File: config.mk
export PLATFORM = sky130hd
export DESIGN_NAME = cordic_rotator
export DESIGN_NICKNAME = d
export VERILOG_FILES = /design/src/rtl/cordic_rotator.sv
export SDC_FILE = /design/constraint.sdc
export NUM_CORES = 1
export LEC_CHECK = 0
export BUFFER_PORTS_ARGS = -buffer_cell sky130_fd_sc_hd__buf_2
export CAP_MARGIN = 20
export CORE_ASPECT_RATIO = 1.25
export CORE_UTILIZATION = 60
export DETAILED_ROUTE_END_ITERATION = 10
export PLACE_DENSITY = 0.91
export SLEW_MARGIN = 5
export SYNTH_ARGS = -nofsm -noshare
export SYNTH_HDL_FRONTEND = slang
export SYNTH_SLANG_ARGS = --single-unit
File: constraint.sdc
create_clock -name clk -period 6.2 [get_ports clk]
set_input_delay 1.86 -clock clk [delete_from_list [all_inputs] [get_ports clk]]
set_output_delay 1.86 -clock clk [all_outputs]
set_load 0.005 [all_outputs]
File: src/rtl/cordic_rotator.sv
// Iterative rotation-mode CORDIC: quadrant pre-rotation, then ITER micro-rotations at one per clock.
// Results keep the ~1.6468 CORDIC gain; one operation in flight, sequenced by start/done.
module cordic_rotator #(
  parameter int ITER = 16,
  parameter int DW   = 19,
  parameter int ZW   = 16
) (
  input  logic          clk,
  input  logic          rst,
  input  logic          start,
  input  logic [15:0]   x_in,
  input  logic [15:0]   y_in,
  input  logic [ZW-1:0] z_in,
  output logic          busy,
  output logic          done,
  output logic [DW-1:0] x_out,
  output logic [DW-1:0] y_out,
  output logic [ZW-1:0] z_out
);
  typedef enum logic [1:0] {IDLE = 2'd0, ROT = 2'd1, FIN = 2'd2} state_t;

  localparam logic [4:0]           LAST = 5'(ITER - 1);
  localparam logic signed [ZW-1:0] QTR  = {2'b01, {(ZW-2){1'b0}}};

  state_t               state_q, state_d;
  logic [4:0]           i_q, i_d;
  logic signed [DW-1:0] x_q, x_d, y_q, y_d, xs, ys;
  logic signed [DW-1:0] x_out_q, x_out_d, y_out_q, y_out_d;
  logic signed [ZW-1:0] z_q, z_d, z_out_q, z_out_d;
  logic                 done_q, done_d;

  // atan(2^-i) with pi == 2^(ZW-1)
  function automatic logic signed [ZW-1:0] atan_lut(input logic [4:0] idx);
    logic [15:0] v;
    case (idx)
      5'd0:  v = 16'd8192;
      5'd1:  v = 16'd4836;
      5'd2:  v = 16'd2555;
      5'd3:  v = 16'd1297;
      5'd4:  v = 16'd651;
      5'd5:  v = 16'd326;
      5'd6:  v = 16'd163;
      5'd7:  v = 16'd81;
      5'd8:  v = 16'd41;
      5'd9:  v = 16'd20;
      5'd10: v = 16'd10;
      5'd11: v = 16'd5;
      5'd12: v = 16'd3;
      5'd13: v = 16'd1;
      5'd14: v = 16'd1;
      default: v = 16'd0;
    endcase
    return ZW'(v);
  endfunction

  assign xs = {{(DW-16){x_in[15]}}, x_in};
  assign ys = {{(DW-16){y_in[15]}}, y_in};

  always_ff @(posedge clk or posedge rst) begin
    if (rst) state_q <= IDLE;
    else     state_q <= state_d;
  end

  always_comb begin
    state_d = state_q;
    case (state_q)
      IDLE:    if (start) state_d = ROT;
      ROT:     if (i_q == LAST) state_d = FIN;
      FIN:     state_d = IDLE;
      default: state_d = IDLE;
    endcase
  end

  always_comb begin
    busy = (state_q != IDLE);
  end

  always_comb begin
    x_d = x_q;
    y_d = y_q;
    z_d = z_q;
    i_d = i_q;
    x_out_d = x_out_q;
    y_out_d = y_out_q;
    z_out_d = z_out_q;
    done_d = 1'b0;
    case (state_q)
      IDLE: if (start) begin
        i_d = '0;
        // fold angles beyond +-pi/2 into the convergence range with an exact 90-degree turn
        case (z_in[ZW-1 -: 2])
          2'b01: begin x_d = -ys; y_d = xs;  z_d = z_in - QTR; end
          2'b10: begin x_d = ys;  y_d = -xs; z_d = z_in + QTR; end
          default: begin x_d = xs; y_d = ys; z_d = z_in; end
        endcase
      end
      ROT: begin
        i_d = i_q + 5'd1;
        if (!z_q[ZW-1]) begin
          x_d = x_q - (y_q >>> i_q);
          y_d = y_q + (x_q >>> i_q);
          z_d = z_q - atan_lut(i_q);
        end else begin
          x_d = x_q + (y_q >>> i_q);
          y_d = y_q - (x_q >>> i_q);
          z_d = z_q + atan_lut(i_q);
        end
      end
      FIN: begin
        x_out_d = x_q;
        y_out_d = y_q;
        z_out_d = z_q;
        done_d  = 1'b1;
      end
      default: ;
    endcase
  end

  always_ff @(posedge clk or posedge rst) begin
    if (rst) begin
      x_q <= '0;
      y_q <= '0;
      z_q <= '0;
      i_q <= '0;
      x_out_q <= '0;
      y_out_q <= '0;
      z_out_q <= '0;
      done_q <= 1'b0;
    end else begin
      x_q <= x_d;
      y_q <= y_d;
      z_q <= z_d;
      i_q <= i_d;
      x_out_q <= x_out_d;
      y_out_q <= y_out_d;
      z_out_q <= z_out_d;
      done_q <= done_d;
    end
  end

  assign done  = done_q;
  assign x_out = x_out_q;
  assign y_out = y_out_q;
  assign z_out = z_out_q;
endmodule

### Word level (Yosys, flattened, before mapping)

Memories as Yosys holds them, arrays and structs flattened.
Index checks and enable logic that the tools add are counted.
W data, S select, Z words.

* add/subtract/negate cells: 11
* equal/unequal tests: 7
* shifts and indexed selects: 2
* mux-type cells: 24
* reductions and logical operators: 5

Operators with widths (count)
* $pmux W19 S2: 4
* $mux W16: 8
* $mux W19: 4
* $pmux W16 S2: 2
* $add A19 B19 Y19: 2
* $neg A16 Y19: 2
* $sshr A19 B5 Y19: 2
* $sub A19 B19 Y19: 2
* $add A16 B15 Y16 const B: 1
* $add A16 B16 Y16: 1
* $sub A16 B15 Y16 const B: 1
* $sub A16 B16 Y16: 1
* $pmux W5 S2: 1
* $add A5 B1 Y5 const B: 1
* $eq A5 B4 Y1 const B: 1
* $mux W5: 1
* $eq A2 B1 Y1 const B: 2
* $eq A2 B2 Y1 const B: 2
* $mux W2: 2
* $ne A2 B2 Y1 const B: 2
* $pmux W2 S2: 1
* $reduce_and A2 Y1: 2
* $reduce_bool A2 Y1: 2
* $logic_not A2 Y1: 1
* $mux W1: 1

* register bits after elaboration: 116
* ROM bits: 448
* input bits: 51
* output and inout port bits: 56
* memories: 2

Memory list
* (no name shown): words 16, bits a word 14, rd ports 1, clocked after memory_dff 0, write ports 0, line 35 `case (idx)`
* (no name shown): words 16, bits a word 14, rd ports 1, clocked after memory_dff 0, write ports 0, line 35

### Logic depth before layout (Yosys ltp)

An unclocked memory read counts as a cell.

* word-level depth: 7
* mapped depth: 25
* mapped depth without buffers: 21

### Worst setup path after synthesis

OpenSTA, ideal clock, no wires.

* path kind: flip-flop to flip-flop
* from: register i_q[0]
* to: register y_q[16]
* library setup time: 0.137 ns
* arrival time: 4.473 ns
* data required time: 6.063 ns
* setup slack: 1.590 ns
* stages on the path, launching flop included: 19
* buffers on the path: 2
* cell sequence: dfrtp_1 buf_6 buf_4 mux2i_1 mux4_2 mux4_2 ha_1 nor3b_1 nor2_1 xor2_1 ha_1 and3_1 a211o_1 a221oi_1 o21ai_0 nor4_1 or2_2 xor2_1 a21oi_1

* cells in the longest elaborated chain, start to end: 4
* elaborated cells on any way between the ends: 5
* those cells by class: add/sub: 2; shift: 1; mux: 2

RTL lines
* start: declaration: line 26 `logic [4:0] i_q, i_d;`
* start signal: assignment: line 133 `i_q <= i_d;`
* $sshr A19 B5 Y19 *: line 101, 105
* $add A19 B19 Y19 / $sub A19 B19 Y19 (equally long branches): line 101, 105
* $mux W19 *: line 99 `if (!z_q[ZW-1]) begin`
* $pmux W19 S2 *: line 87 `case (state_q)`
* end signal: assignment: line 131 `y_q <= y_d;`
* end: declaration: line 27 `logic signed [DW-1:0] x_q, x_d, y_q, y_d, xs, ys;`

Mark *: on every way between the ends. The rest lies on a longest branch, timed or not.
A chain may end at the register's enable or synchronous reset.

### Worst setup path in the final report

* from: register i_q[1]
* to: register x_q[18]

* cells in the longest elaborated chain, start to end: 4
* elaborated cells on any way between the ends: 5
* those cells by class: add/sub: 2; shift: 1; mux: 2

RTL lines
* $sshr A19 B5 Y19 *: line 100, 104
* $sub A19 B19 Y19 / $add A19 B19 Y19 (equally long branches): line 100, 104
* $mux W19 *: line 99
* $pmux W19 S2 *: line 87
* end signal: assignment: line 121 `x_q <= '0;`
* end signal: assignment: line 130 `x_q <= x_d;`
* end: declaration: line 27

Marked as above.

==> flow_summary.toml <==
[status]
status = "complete, no violations"

[final_layout]
antenna-diode-count = 0
num-fill-cells = 1457
num-nets-final = 1514
synthToLayoutAreaGrowth_pct = 11.3
layout-drive-gt1-share = 0.208
layout_commonest_cell = "a21oi_1"
layout_common_cells = "150 x a21oi_1, 115 x dfrtp_1, 112 x nand2_1"

[clocking]
clk-insertion-delay-late_ns = 0.43
cts_root_buf = "clkbuf_16"
path_clk_slew_ns = 0.05
hold_buffers = 0
postCtsSetupBuffers = 0
htreeDepth = 4
clockBufferDepth = 2
postCtsResizedCells = 0
cts_sinks = 116
cts_inserted_buffers = 17
cts_tree = "done"

[yosys]
synth_ff_type = "dfrtp_1"
syn_area_per_cell_um2 = 8.73
ys_ff_latch = 116
syn_inst = 1321
synth_cell_types = 75
async_reset_ff_frac = 1.00
synth_edf_count = 0
ys_warn_count = 0
syn-num-nets = 1445
netlist_area_um2 = 11500
seq_area_frac_synth = 0.252

[timing]
fin_setup_tns_ns = 0
fin_crit_ns = 5.56
hold_viol_final = 0
finalSetupViolCount = 0
max_slew.worst_pin.slew_ns = 0.988
slew_headroom = 0.337
whs_ns = 0.497
clock.fmax_mhz = 180
rsz0062_at_grt = "false"
drv_slew = 0
finalClockSkew_ns = 0.0103
post-route-period-util = 0.897

[place]
dp_hpwl_mm = 26.0
gp_congestion = 0.983
port-buffer-count = 106

[critical_path]
cp_data_required_time_ns = 6.47
cp-start-kind = "flop"
crit_type = "reg2reg"
r2r_setup_slack_ns = 0.64
arrival_ns = 5.83
critPathCaptureType = "flop"
cp_max_fo = 33

[route]
drc = 0
vias_per_cell = 6.88
vias = 11233
drt-wirelength-per-cell_um = 22.1
drt-initial-drc-count = 1200
totalWireLength_mm = 36.1
antenna_left = 0
drt_first_pass_iters = 8

[global_routing]
grtUsageTotal = 0.368
grt-ovfl-total = 0
antenna_found_initial = 1
gr-usage-met2 = 0.606
use_met1 = 0.459
grt_use_met3 = 0.0693
grt_pass1_wl_mm = 57.1
grt_pass1_vias = 10904
grt_max_degree = 60
busiest_layer = "met2"

[floorplan]
core-area_um2 = 18800
die_area_um2 = 19800
die_w_um = 126
io_pins = 107
die_y_um = 157
start_util = 0.614
rows = 56

[job]
drv_cap = 0

[worst_hold_path]
hp-class = "reg2reg"
[flip-flops by register name, summed over array words and instances (netlist names)]
| signal | count |
|---|---|
| y_q | 19 |
| x_q | 19 |
| state_q | 2 |
| done | 1 |
| z_q | 16 |
| z_out | 16 |
| x_out | 19 |
| i_q | 5 |
| y_out | 19 |
[stage by stage]
stage,utilization,setup slack (ns),std cells,instance area [um^2]
floorplan,-,1.27,1321,11500
global placement,0.651,0.925,1603,12200
detailed placement,0.651,0.836,1603,12200
CTS,0.683,0.771,1633,12800
global route,0.683,0.388,1633,12800
finish,0.683,0.637,1633,12800
[cell usage after synthesis (all sizes together) (21+ instances only)]
cell type	count	area [um^2]
nor3	38	190
mux2	66	747
o21ai	69	345
ha	70	876
xnor2	43	377
o22ai	26	163
nand2	113	424
a21oi	150	751
inv	40	150
mux2i	31	310
clkbuf	61	229
mux4	41	923
xor2	47	412
a211oi	38	285
dfrtp	116	2900
buf	21	128
nor2	89	334
[cells by family after synthesis]
kind of cell,share of synthesized area
AOI/OAI and AO/OA,0.228
xor gates and xnor gates,0.0683
adders and majority gates,0.0811
buffers and inverters,0.0452
DFF,0.252
muxes,0.172
and+or+nand+nor,0.154
[worst paths after layout]
check | start | endpoint | cells after the start
min reg2reg | x_out[14] | x_out[14] | 1
max reg2reg | i_q[1] | x_q[18] | 17
min in group asynchronous | rst | y_out[12] | 2
max | i_q[1] | x_q[18] | 17
min | x_out[14] | x_out[14] | 1
max in group asynchronous | rst | y_out[4] | 3
[worst max-delay path, cell delays in order, from the launching register on]
cell and delay [ns]:
dfrtp_1 0.51, buf_4 0.34, nor3_1 0.54, mux2i_1 0.58
mux4_2 0.37, ha_1 0.17, and3_1 0.23, and4bb_1 0.30
nor2_1 0.08, xor2_1 0.16, ha_1 0.44, nand4_1 0.13
a211oi_1 0.33, nor3_1 0.14, o41ai_1 0.61, a31oi_1 0.19
xnor2_1 0.19, a21oi_1 0.09
[layout make-up]
cell class	instances	area, um^2	area share
multi-input combinational	1079	8130	0.634
tap	232	290	0.0226
clock buffer	21	470	0.0367
timing repair buffer	132	738	0.0575
sequential	116	2900	0.226
inverter	44	168	0.0131
clock inverter	9	129	0.0100
[per-layer routing]
layer,share of wire,vias up
li1,-,5085
met1,0.39,5419
met2,0.48,600
met3,0.085,127
met4,0.046,2
met5,0.00050,-
Power is left out: the tool's default activity adds up to more than one toggle a clock period on the data nets, which glitch-free logic cannot reach.
